`src/rtl/alu_cmd_driver_if.sv`:
```
// Command, ALU-core and response signals of the tinyalu requester.
// master = the driver block, slave = command source / core / response sink side.
interface alu_cmd_driver_if;
  logic        cmd_valid;
  logic        cmd_ready;
  logic [2:0]  cmd_op;
  logic [7:0]  cmd_a;
  logic [7:0]  cmd_b;
  logic        alu_start;
  logic [2:0]  alu_op;
  logic [7:0]  alu_a;
  logic [7:0]  alu_b;
  logic        alu_done;
  logic [15:0] alu_result;
  logic        rsp_valid;
  logic        rsp_ready;
  logic [15:0] rsp_result;
  logic [2:0]  rsp_op;
  logic        rsp_timeout;
  logic        busy;

  modport master (
    input  cmd_valid, cmd_op, cmd_a, cmd_b, alu_done, alu_result, rsp_ready,
    output cmd_ready, alu_start, alu_op, alu_a, alu_b,
           rsp_valid, rsp_result, rsp_op, rsp_timeout, busy
  );

  modport slave (
    output cmd_valid, cmd_op, cmd_a, cmd_b, alu_done, alu_result, rsp_ready,
    input  cmd_ready, alu_start, alu_op, alu_a, alu_b,
           rsp_valid, rsp_result, rsp_op, rsp_timeout, busy
  );
endinterface

```
`src/rtl/alu_cmd_driver.sv`:
```
// Requester for the tinyalu start/done core: queues commands, issues them one
// at a time, and returns results in order on a valid/ready response stream.
module alu_cmd_driver #(
  parameter int FIFO_DEPTH = 4,
  parameter int TIMEOUT    = 15
) (
  input  logic               clk,
  input  logic               reset_n,
  alu_cmd_driver_if.master   bus
);
  localparam int AW = $clog2(FIFO_DEPTH);

  typedef struct packed {
    logic [2:0] op;
    logic [7:0] a;
    logic [7:0] b;
  } cmd_t;

  typedef enum logic [1:0] {IDLE, ISSUE, DRAIN} state_t;

  cmd_t          mem [FIFO_DEPTH];
  logic [AW:0]   wptr, rptr;
  logic          full, empty, push, pop;
  cmd_t          head;

  state_t        state_q, state_d;
  logic          start_q, start_d;
  logic [2:0]    op_q, op_d;
  logic [7:0]    a_q, a_d, b_q, b_d;
  logic [7:0]    cnt_q, cnt_d;
  logic          rv_q, rv_d, rto_q, rto_d;
  logic [15:0]   rres_q, rres_d;
  logic [2:0]    rop_q, rop_d;

  // Extra pointer bit distinguishes full from empty.
  assign empty = (wptr == rptr);
  assign full  = (wptr[AW] != rptr[AW]) && (wptr[AW-1:0] == rptr[AW-1:0]);
  assign push  = bus.cmd_valid && !full;
  assign head  = mem[rptr[AW-1:0]];

  always_ff @(posedge clk) begin
    if (push) mem[wptr[AW-1:0]] <= '{op: bus.cmd_op, a: bus.cmd_a, b: bus.cmd_b};
  end

  always_ff @(posedge clk or negedge reset_n) begin
    if (!reset_n) begin
      wptr <= '0;
      rptr <= '0;
    end else begin
      if (push) wptr <= wptr + 1'b1;
      if (pop)  rptr <= rptr + 1'b1;
    end
  end

  always_comb begin
    state_d = state_q;
    start_d = start_q;
    op_d    = op_q;
    a_d     = a_q;
    b_d     = b_q;
    cnt_d   = cnt_q;
    rv_d    = rv_q && !bus.rsp_ready;
    rres_d  = rres_q;
    rop_d   = rop_q;
    rto_d   = rto_q;
    pop     = 1'b0;
    case (state_q)
      IDLE: begin
        if (!empty && (!rv_q || bus.rsp_ready)) begin
          pop = 1'b1;
          if (head.op != 3'b000) begin
            start_d = 1'b1;
            op_d    = head.op;
            a_d     = head.a;
            b_d     = head.b;
            cnt_d   = '0;
            state_d = ISSUE;
          end else begin
            // no_op never reaches the core; answer it directly
            rv_d   = 1'b1;
            rres_d = '0;
            rop_d  = 3'b000;
            rto_d  = 1'b0;
          end
        end
      end
      ISSUE: begin
        if (bus.alu_done) begin
          start_d = 1'b0;
          rv_d    = 1'b1;
          rres_d  = bus.alu_result;
          rop_d   = op_q;
          rto_d   = 1'b0;
          state_d = DRAIN;
        end else if (cnt_q == 8'(TIMEOUT - 1)) begin
          start_d = 1'b0;
          rv_d    = 1'b1;
          rres_d  = '0;
          rop_d   = op_q;
          rto_d   = 1'b1;
          state_d = DRAIN;
        end else begin
          cnt_d = cnt_q + 8'd1;
        end
      end
      DRAIN: begin
        // core holds done for two cycles after start falls
        if (!bus.alu_done) state_d = IDLE;
      end
      default: state_d = IDLE;
    endcase
  end

  always_ff @(posedge clk or negedge reset_n) begin
    if (!reset_n) begin
      state_q <= IDLE;
      start_q <= 1'b0;
      op_q    <= '0;
      a_q     <= '0;
      b_q     <= '0;
      cnt_q   <= '0;
      rv_q    <= 1'b0;
      rres_q  <= '0;
      rop_q   <= '0;
      rto_q   <= 1'b0;
    end else begin
      state_q <= state_d;
      start_q <= start_d;
      op_q    <= op_d;
      a_q     <= a_d;
      b_q     <= b_d;
      cnt_q   <= cnt_d;
      rv_q    <= rv_d;
      rres_q  <= rres_d;
      rop_q   <= rop_d;
      rto_q   <= rto_d;
    end
  end

  assign bus.cmd_ready   = !full;
  assign bus.alu_start   = start_q;
  assign bus.alu_op      = op_q;
  assign bus.alu_a       = a_q;
  assign bus.alu_b       = b_q;
  assign bus.rsp_valid   = rv_q;
  assign bus.rsp_result  = rres_q;
  assign bus.rsp_op      = rop_q;
  assign bus.rsp_timeout = rto_q;
  assign bus.busy        = (state_q != IDLE) || !empty || rv_q;
endmodule

```
`src/flat_wrapper.sv`:
```
// flat-port wrapper written by rule: the top's interface ports become plain ports
module alu_cmd_driver_flat 
#(
  parameter int FIFO_DEPTH = 4,
  parameter int TIMEOUT    = 15
)
  (clk, reset_n, bus_cmd_valid, bus_cmd_op, bus_cmd_a, bus_cmd_b, bus_alu_done, bus_alu_result, bus_rsp_ready, bus_cmd_ready, bus_alu_start, bus_alu_op, bus_alu_a, bus_alu_b, bus_rsp_valid, bus_rsp_result, bus_rsp_op, bus_rsp_timeout, bus_busy);
  alu_cmd_driver_if bus_i ();
  input  logic clk;
  input  logic reset_n;
  input wire logic [$bits(bus_i.cmd_valid)-1:0] bus_cmd_valid;
  input wire logic [$bits(bus_i.cmd_op)-1:0] bus_cmd_op;
  input wire logic [$bits(bus_i.cmd_a)-1:0] bus_cmd_a;
  input wire logic [$bits(bus_i.cmd_b)-1:0] bus_cmd_b;
  input wire logic [$bits(bus_i.alu_done)-1:0] bus_alu_done;
  input wire logic [$bits(bus_i.alu_result)-1:0] bus_alu_result;
  input wire logic [$bits(bus_i.rsp_ready)-1:0] bus_rsp_ready;
  output wire logic [$bits(bus_i.cmd_ready)-1:0] bus_cmd_ready;
  output wire logic [$bits(bus_i.alu_start)-1:0] bus_alu_start;
  output wire logic [$bits(bus_i.alu_op)-1:0] bus_alu_op;
  output wire logic [$bits(bus_i.alu_a)-1:0] bus_alu_a;
  output wire logic [$bits(bus_i.alu_b)-1:0] bus_alu_b;
  output wire logic [$bits(bus_i.rsp_valid)-1:0] bus_rsp_valid;
  output wire logic [$bits(bus_i.rsp_result)-1:0] bus_rsp_result;
  output wire logic [$bits(bus_i.rsp_op)-1:0] bus_rsp_op;
  output wire logic [$bits(bus_i.rsp_timeout)-1:0] bus_rsp_timeout;
  output wire logic [$bits(bus_i.busy)-1:0] bus_busy;
  assign bus_i.cmd_valid = bus_cmd_valid;
  assign bus_i.cmd_op = bus_cmd_op;
  assign bus_i.cmd_a = bus_cmd_a;
  assign bus_i.cmd_b = bus_cmd_b;
  assign bus_i.alu_done = bus_alu_done;
  assign bus_i.alu_result = bus_alu_result;
  assign bus_i.rsp_ready = bus_rsp_ready;
  assign bus_cmd_ready = bus_i.cmd_ready;
  assign bus_alu_start = bus_i.alu_start;
  assign bus_alu_op = bus_i.alu_op;
  assign bus_alu_a = bus_i.alu_a;
  assign bus_alu_b = bus_i.alu_b;
  assign bus_rsp_valid = bus_i.rsp_valid;
  assign bus_rsp_result = bus_i.rsp_result;
  assign bus_rsp_op = bus_i.rsp_op;
  assign bus_rsp_timeout = bus_i.rsp_timeout;
  assign bus_busy = bus_i.busy;
  alu_cmd_driver #(.FIFO_DEPTH(FIFO_DEPTH), .TIMEOUT(TIMEOUT)) u_core (.clk(clk), .reset_n(reset_n), .bus(bus_i));
endmodule
```
`config.mk`:
```
export PLATFORM = sky130hd
export DESIGN_NAME = alu_cmd_driver_flat
export DESIGN_NICKNAME = d
export VERILOG_FILES = /design/src/rtl/alu_cmd_driver_if.sv /design/src/rtl/alu_cmd_driver.sv /design/src/flat_wrapper.sv
export SDC_FILE = /design/constraint.sdc
export NUM_CORES = 1
export LEC_CHECK = 0
export ABC_AREA = 0
export BUFFER_PORTS_ARGS = -buffer_cell sky130_fd_sc_hd__buf_2
export CORE_MARGIN = 8
export CORE_UTILIZATION = 53
export CTS_BUF_LIST = sky130_fd_sc_hd__clkbuf_8
export DETAILED_ROUTE_END_ITERATION = 10
export PLACE_DENSITY = 0.75
export SYNTH_ARGS = -nofsm -noshare
export SYNTH_HDL_FRONTEND = slang
export SYNTH_SLANG_ARGS = --single-unit
```
`constraint.sdc`:
```
create_clock -name clk -period 3.5 [get_ports clk]
set_input_delay 0.35 -clock clk [delete_from_list [all_inputs] [get_ports clk]]
set_output_delay 0.35 -clock clk [all_outputs]
set_load 0.005 [all_outputs]
```
# Yosys cells after proc, flatten, opt, wreduce, memory -nomap -nowiden
# Memory sizes are Yosys's and may differ from the RTL's.
# Index checks and enable logic that the tools add are counted.
# word_totals
regBits,57
mem_bits_rw,76
out_inout_bits,43
mem_count,1
# classes
n_addsub,3
eq_ne,13
n_mux,40
n_reduce_logical,20
# mem_list
name,words,width,rd,rd_ports_with_merged_regs,write_ports,line_no,rtl
u_core.mem,4,19,1,0,1,alu_cmd_driver.sv:21,cmd_t mem [FIFO_DEPTH];
# ops
operator,count
16-bit 2-to-1 mux,4
8-bit 2-to-1 mux,4
16-bit case mux with 2 select lines,1
1-bit 2-to-1 mux,16
8-bit case mux with 2 select lines,1
3-bit 2-to-1 mux,4
4-bit AND reduction,3
2-bit 2-to-1 mux,5
"8-bit by 1-bit adder with 8-bit output, second input constant",1
"8-bit by 4-bit == test with 1-bit output, second input constant",1
"2-bit != test, second input constant",4
"3-bit by 1-bit adder with 3-bit output, second input constant",2
1-bit case mux with 2 select lines,3
2-bit case mux with 3 select lines,1
3-bit case mux with 2 select lines,1
5-bit AND reduction,1
1-bit logical AND,4
1-bit logical NOT,4
"2-bit by 1-bit != test with 1-bit output, second input constant",2
2-bit nonzero test,2
3-bit == test,1
1-bit logical OR,3
"3-bit by 2-bit != test with 1-bit output, second input constant",1
3-bit AND reduction,1
other kinds (6),6

# Longest topological paths before layout
# Gate-level depths: netlist (run 1).
# logic_depth
word_depth,6
depth_mapped,8
ltp_nobuf,6

# Worst setup path after synthesis (run 1)
# OpenSTA, ideal clock, no wires.
# synth_timing
path_kind,register to register
startpoint,register u_core.cnt_q[0]
endpoint,register u_core.rres_q[10] (netlist: u_core.bus.rsp_result[10])
setup_time_ns,0.126
arrival_time_ns,2.013
required_time_ns,3.374
path_slack_ns,1.361
stages_incl_launch_ff,9
n_path_buf,2
path_cell_list,dfrtp_1 > inv_1 > ha_1 > or4b_4 > o21ba_1 > o21a_1 > buf_6 > buf_8 > a221o_1
# synth_between
elab_chain_len,3
# synth_lines
item,line_no,rtl
start: declaration,alu_cmd_driver.sv:30,"logic [7:0] cnt_q, cnt_d;"
start signal: assignment,alu_cmd_driver.sv:132,cnt_q <= cnt_d;
8-bit by 4-bit == test with 1-bit output,alu_cmd_driver.sv:95,end else if (cnt_q == 8'(TIMEOUT - 1)) begin
3-bit by 2-bit != test with 1-bit output (no line),-,
4-bit AND reduction (no line),-,
end signal: assignment,alu_cmd_driver.sv:134,rres_q <= rres_d;
end: declaration,alu_cmd_driver.sv:32,"logic [15:0] rres_q, rres_d;"
# No other way between the ends.
# A chain may end at the register's enable or synchronous reset.

# Worst setup path after layout (run 1)
# layout_timing
startpoint,register u_core.rptr[0]
endpoint,register u_core.a_q[3] (netlist: u_core.bus.alu_a[3])
# layout_between
elab_chain_len,4
# layout_lines
item,line_no,rtl
start: declaration,alu_cmd_driver.sv:22,"logic [AW:0] wptr, rptr;"
start signal: assignment,alu_cmd_driver.sv:51,if (pop) rptr <= rptr + 1'b1;
branches (longest 4 deep; another with memory 4 x 19 bit),-,
end signal: assignment,alu_cmd_driver.sv:119,a_q <= '0;
end signal: assignment,alu_cmd_driver.sv:130,a_q <= a_d;
end: declaration,alu_cmd_driver.sv:29,"logic [7:0] a_q, a_d, b_q, b_d;"
# Several ways; the timed one is not identified.

==> run summary, run 1 <==
Clock power frac: 20.5%
Register share of total power: 42.6%
Slowest stage delay, CP: 550 ps
Crit Path Class: flop to flop
Area growth syn-to-layout: 17.3%
Most frequent cells in the layout: buf_2, edfxtp_1, dfrtp_1, and3_1
Gate power share: 36.9%
Worst-path clk slew: 70 ps
Fraction of layout cells with a size suffix above 1: 33.3%
PD cells: 926 mW/mm^2
Post-CTS Setup Inserts: 0
Fmax: 0.378 GHz
Synthesized Nets: 367
CP Capture Type: flop
Mapped Avg Cell Area: 16.9 um^2
MaxCap Viol Count: 0
First-pass GRT wire length: 17000 um
Final Slew Violations: 0
Largest delay share family, worst path: multiplexers
Avg WL per Cell: 18.9 um
TritonCTS Buffers: 17
Fin crit period: 2650 ps
Die Area: 0.0137 mm^2
Flop-to-flop setup slack: 850 ps
CTS tree: built
Setup Skew: 8.11 ps
WP buf/inv: 2
Via count of the first global-routing pass: 3332
H-tree lvl count: 4
Sink Count: 133
Largest net degree at the start of global routing: 47
Ant diodes: 0
Most common cell after layout, fill and taps aside: buf_2
Crit path depth: 6
Arr. time, crit path: 2960 ps
Drt drc: 0
RSZ-0062 raised after global routing: false
Final WL: 10700 um
Status: complete, no violations
Input/output buffers: 82
Relative slew margins: 28.8%
CP Cell Sequence: buf_12, mux4_2, nor3_2, nor2_2, buf_4, mux2_1
Total GRT Usage: 16.9%
IO Pins: 83
Total iterations of the first detailed-routing run: 4
Worst-margin pin slew: 1070 ps
Initial antenna violation count: 2
Synth Instances: 320
Routability Congestion: 0.797
Post-DR vias/cell: 5.63
Die width: 117 um
Worst setup endpoint: u_core.bus.alu_a[3]$_DFFE_PN0P_
Async S/R FF share, synth: 42.9%
Reg2reg start: u_core.rptr[0]$_DFFE_PN0P_
Final WS setup: 852 ps
Pwr Total: 5.89 mW
Hold_buf cts: 0
Initial core utilization: 53.5%
YS warnings: 0
DP Wirelength: 7370 um
Placed Area: 0.00598 mm^2
Seq cells post-synth: 133
Height of the die: 117 um
Post-synthesis sequential area ratio: 68.4%
Top_reg_cell synth: edfxtp_1
Endpoints failing setup: 0
Capturing point of the worst reg2reg path: u_core.bus.alu_a[3]$_DFFE_PN0P_
Setup TNS: 0 ps
Worst r2r path cells: 6
Synth unique cells: 43
Final hold violations: 0
Critical Path Fanout Max: 19
GRT overflow: 0
CP max stage cell: mux4_2
Worst min path class: input pin to async pin
Via total after detailed routing: 3183
Post-synth EDFFs: 76
Pre-CTS WS: 862 ps
Root Driver: clkbuf_8
Iteration-0 DRC Markers: 236
Rows: 37
NumNets Final: 463
Internal: 3.92 mW
Detail Route Antenna Nets: 0
Clk_lat worst skew: 430 ps
Post-CTS sizing: 0
Tcrit/Tclk final: 75.7%
P_leak: 2.59 nW
Worst ir drop on vdd: 0.455 mV
CTS Buffer Depth: 2
Sw frac: 33.4%
Worst setup path start: u_core.rptr[0]$_DFFE_PN0P_
Synthesized cell area: 0.00542 mm^2
Post-route cell area: 0.00636 mm^2
Worst Path Required: 3810 ps
CP Launch Type: flop
Psw: 1.97 mW
Core outline area: 0.0101 mm^2
## worst min path at each step
stage                                    start                         endpoint
6_report                               reset_n    u_core.state_q[1]$_DFFE_PN0P_
5_1_grt                           bus_cmd_b[2]       u_core.mem[2][2]$_DFFE_PP_
4_1_cts                           bus_cmd_b[2]       u_core.mem[3][2]$_DFFE_PP_
3_5_place_dp   u_core.bus.alu_b[7]$_DFFE_PN0P_  u_core.bus.alu_b[7]$_DFFE_PN0P_
3_3_place_gp   u_core.bus.alu_a[7]$_DFFE_PN0P_  u_core.bus.alu_a[7]$_DFFE_PN0P_
2_1_floorplan                          reset_n  u_core.bus.alu_a[0]$_DFFE_PN0P_
## metal layers
metal	vias up	part of all wire, %	global-route usage [%]
met5	-	0.22	0
met4	4	0.82	6.40
met3	12	7.2	6.21
met2	107	49	26.5
met1	1609	43	21.0
li1	1451	-	-
## synth_stat cells, drive strengths merged (2+ instances only)
| cell | number | share of area, % |
|---|---|---|
| clkbuf | 3 | 0.21 |
| o211ai | 3 | 0.42 |
| nand3b | 2 | 0.28 |
| a221o | 19 | 3.5 |
| nand2 | 12 | 0.83 |
| mux4 | 19 | 7.9 |
| nor2 | 4 | 0.28 |
| mux2 | 18 | 3.7 |
| inv | 6 | 0.42 |
| a31oi | 2 | 0.23 |
| and3 | 21 | 2.4 |
| dfrtp | 57 | 26 |
| xor2 | 4 | 0.65 |
| nand3 | 4 | 0.37 |
| xnor2 | 5 | 0.81 |
| nand2b | 4 | 0.46 |
| edfxtp | 76 | 42 |
| a21oi | 5 | 0.46 |
| ha | 7 | 1.6 |
| nand4 | 2 | 0.23 |
| o21a | 5 | 0.69 |
| buf | 12 | 1.8 |
| o21ai | 10 | 0.92 |
| and2 | 5 | 0.58 |
## flip-flops by register name, summed over array words and instances, names as in the netlist
signal                  count
u_core.rptr                 3
u_core.bus.alu_op           3
u_core.wptr                 3
u_core.bus.rsp_result      16
u_core.state_q              2
u_core.bus.alu_a            8
u_core.bus.rsp_timeout      1
u_core.bus.alu_start        1
u_core.cnt_q                8
u_core.bus.rsp_op           3
u_core.mem                 76
u_core.bus.rsp_valid        1
u_core.bus.alu_b            8
## final cells by class
cell class,count,area [um^2]
fillers,741,3780
flip-flops and latches,133,3710
multi-input cells,166,1580
repair buffers,92,498
clock buffers,19,262
well taps,136,170
clock inverters,13,116
inverters,6,22.5
## kinds of logic (layout without fill, tap and decap cells)
| group | after synthesis | after routing | synth area share (%) |
|---|---|---|---|
| simple gates | 60 | 60 | 6.46 |
| xor+xnor | 9 | 9 | 1.45 |
| buf+inv | 21 | 130 | 2.45 |
| compound gates | 52 | 52 | 7.80 |
| flops | 133 | 133 | 68.4 |
| mux | 38 | 38 | 11.8 |
| fa+ha+maj | 7 | 7 | 1.62 |
## through the flow
step / hold WS, ps / std cells / util, %
floorplan: 54.4 / 320 / -
global placement: 469 / 533 / 59.0
detailed placement: 477 / 533 / 59.0
CTS: 100 / 565 / 62.7
global route: 98.2 / 565 / 62.7
finish: 119 / 565 / 62.7
## power by group through the flow
stage               clock [mW]  combinational (mW)  sequential [mW]
floorplan                    0                1.58             2.47
global placement             0                2.14             2.52
detailed placement           0                2.20             2.54
CTS                       1.24                2.21             2.51
global route              1.31                2.39             2.57
finish                    1.21                2.17             2.51
Power figures use the tool's default switching activity.
==> inputs of run 2 (changes only) <==
- clock period: 3.5 -> 2.65 ns (I/O delays scaled with it)
==> run 2 against run 1 <==
  * Setup slack got worse by 600 ps
  * Routed wire length decreased by 0.77%
  * Die area unchanged
  * First-iteration DRC count up 0.42%
  * Hold slack worse by 70 ps
  * Global-route usage shrank 0.26 points
  * Clock power is 62% higher
  * Core utilization up 1.6 points
  * Register-to-register slack got worse by 600 ps
  * Cell count increased by 1.2%
  * Via count increased by 0.38%
  * Critical path type unchanged
==> run summary, run 2 (synthesis gave the netlist of run 1 again) <==
Worst-margin pin slew: 669 ps
Worst setup endpoint: u_core.bus.rsp_op[0]$_DFFE_PN0P_
Core outline area: 0.0101 mm^2
CP Launch Type: flop
Flop-to-flop setup slack: 260 ps
Via count of the first global-routing pass: 3257
Initial antenna violation count: 1
Post-DR vias/cell: 5.59
Largest net degree at the start of global routing: 51
Tcrit/Tclk final: 90.4%
Total iterations of the first detailed-routing run: 4
Die width: 117 um
Met1 usage: 21.4%
GRT overflow: 0
Final hold violations: 0
CP Capture Type: flop
PD cells: 1260 mW/mm^2
MaxCap Viol Count: 0
Clk_lat worst skew: 420 ps
Drt drc: 0
Largest delay share family, worst path: compound AO/OA/AOI/OAI gates
Most frequent cells in the layout: buf_2, edfxtp_1, dfrtp_1, and3_1
CP max stage cell: o21a_1
Height of the die: 117 um
Arr. time, crit path: 2750 ps
Fin crit period: 2390 ps
Capturing point of the worst reg2reg path: u_core.bus.rsp_op[0]$_DFFE_PN0P_
Relative slew margins: 55.4%
Non-Filler Instances: 572
Routability Congestion: 0.822
Ant diodes: 0
Post-CTS sizing: 0
Worst r2r path cells: 5
Initial core utilization: 53.5%
Fraction of layout cells with a size suffix above 1: 35.1%
Worst-path clk slew: 80 ps
Setup TNS: 0 ps
Number of flip-flops in the largest register: 76
Most common cell after layout, fill and taps aside: buf_2
Root Driver: clkbuf_8
Area growth syn-to-layout: 20.3%
WP buf/inv: 1
Filler cell count: 706
Rows: 37
P_leak: 2.67 nW
Crit Path Class: flop to flop
Final Slew Violations: 0
Setup Skew: 12.6 ps
NumNets Final: 470
Crit path depth: 5
RSZ-0062 raised after global routing: false
Worst ir drop on vdd: 0.588 mV
IO Pins: 83
Worst min path class: input pin to flop
CTS Buffer Depth: 2
Area of the multi-input gates: 0.00158 mm^2
Slowest stage delay, CP: 630 ps
Met3 global-route usage: 4.93%
Critical Path Fanout Max: 19
Fmax: 0.418 GHz
Avg WL per Cell: 18.5 um
Sink Count: 133
Post-layout util: 64.3%
Via total after detailed routing: 3195
Total GRT Usage: 16.6%
Detail Route Antenna Nets: 0
Input/output buffers: 82
DP Wirelength: 7290 um
Status: complete, no violations
CP Cell Sequence: buf_4, xor2_1, o311ai_4, o21a_1, a221o_1
Reg2reg start: u_core.rptr[0]$_DFFE_PN0P_
First-pass GRT wire length: 16900 um
Placed cells: 539
CTS tree: built
TritonCTS Buffers: 17
H-tree lvl count: 4
Worst Path Required: 3010 ps
Worst setup path start: u_core.rptr[0]$_DFFE_PN0P_
GRT busiest layer: met2
Iteration-0 DRC Markers: 237
Endpoints failing setup: 0
Pwr Total: 8.21 mW
Total area of sequential cells: 0.00371 mm^2
Grt met2 use: 26.0%
Die Area: 0.0137 mm^2
Final WL: 10600 um
[run 2: cell count changes in the layout (fill, tap and decap cells not counted), sizes merged]
cell,previous run,this run
clkinvlp,3,0
clkinv,5,4
clkbuf,19,18
dlygate4sd3,0,1
buf,92,98
bufinv,2,5
inv,9,11
[run 2: area by class of cell]
class | count | area share (%)
flip-flops and latches | 133 | 56.9
clock inverters | 14 | 3.43
inverters | 6 | 0.345
well taps | 136 | 2.61
repair buffers | 99 | 8.67
multi-input cells | 166 | 24.3
clock buffers | 18 | 3.80
[run 2: power breakdown]
part | internal [mW] | switching, mW | total, mW
logic | 1.47 | 1.47 | 2.94
registers | 2.91 | 0.395 | 3.31
clock network | 1.16 | 0.801 | 1.96
total | 5.54 | 2.67 | 8.21
[run 2: worst min path at each step]
stage                            start                               to  cells past startpoint
after floorplan                reset_n  u_core.bus.alu_a[0]$_DFFE_PN0P_                      0
after global placement         reset_n  u_core.bus.alu_a[2]$_DFFE_PN0P_                      1
after detailed placement       reset_n  u_core.bus.alu_a[2]$_DFFE_PN0P_                      1
after CTS                 bus_cmd_b[1]       u_core.mem[3][1]$_DFFE_PP_                      1
after global routing      bus_cmd_b[1]       u_core.mem[0][1]$_DFFE_PP_                      1
final                     bus_cmd_b[1]       u_core.mem[3][1]$_DFFE_PP_                      1
[run 2: repair_timing]
| item | in CTS | in global routing |
|---|---|---|
| setup buffers | 0 | 0 |
| endpoints found under the hold margin | 7 | 0 |
| hold buffers | 1 | 0 |
[run 2: per-layer routing]
metal | vias up | share of wire, %
met2 | 102 | 47
li1 | 1470 | -
met3 | 11 | 7.1
met1 | 1610 | 45
met4 | 2 | 0.96
met5 | - | 0.10
[run 2: metrics by stage]
stage                     hold slack (ps)  worst slack [ps]  instance area, um^2
after global routing                 22.5              26.4                 6520
final                                48.6               255                 6520
after detailed placement              126               254                 6040
after floorplan                     -30.6               511                 5420
after CTS                            16.1               226                 6520
after global placement                130               342                 6040
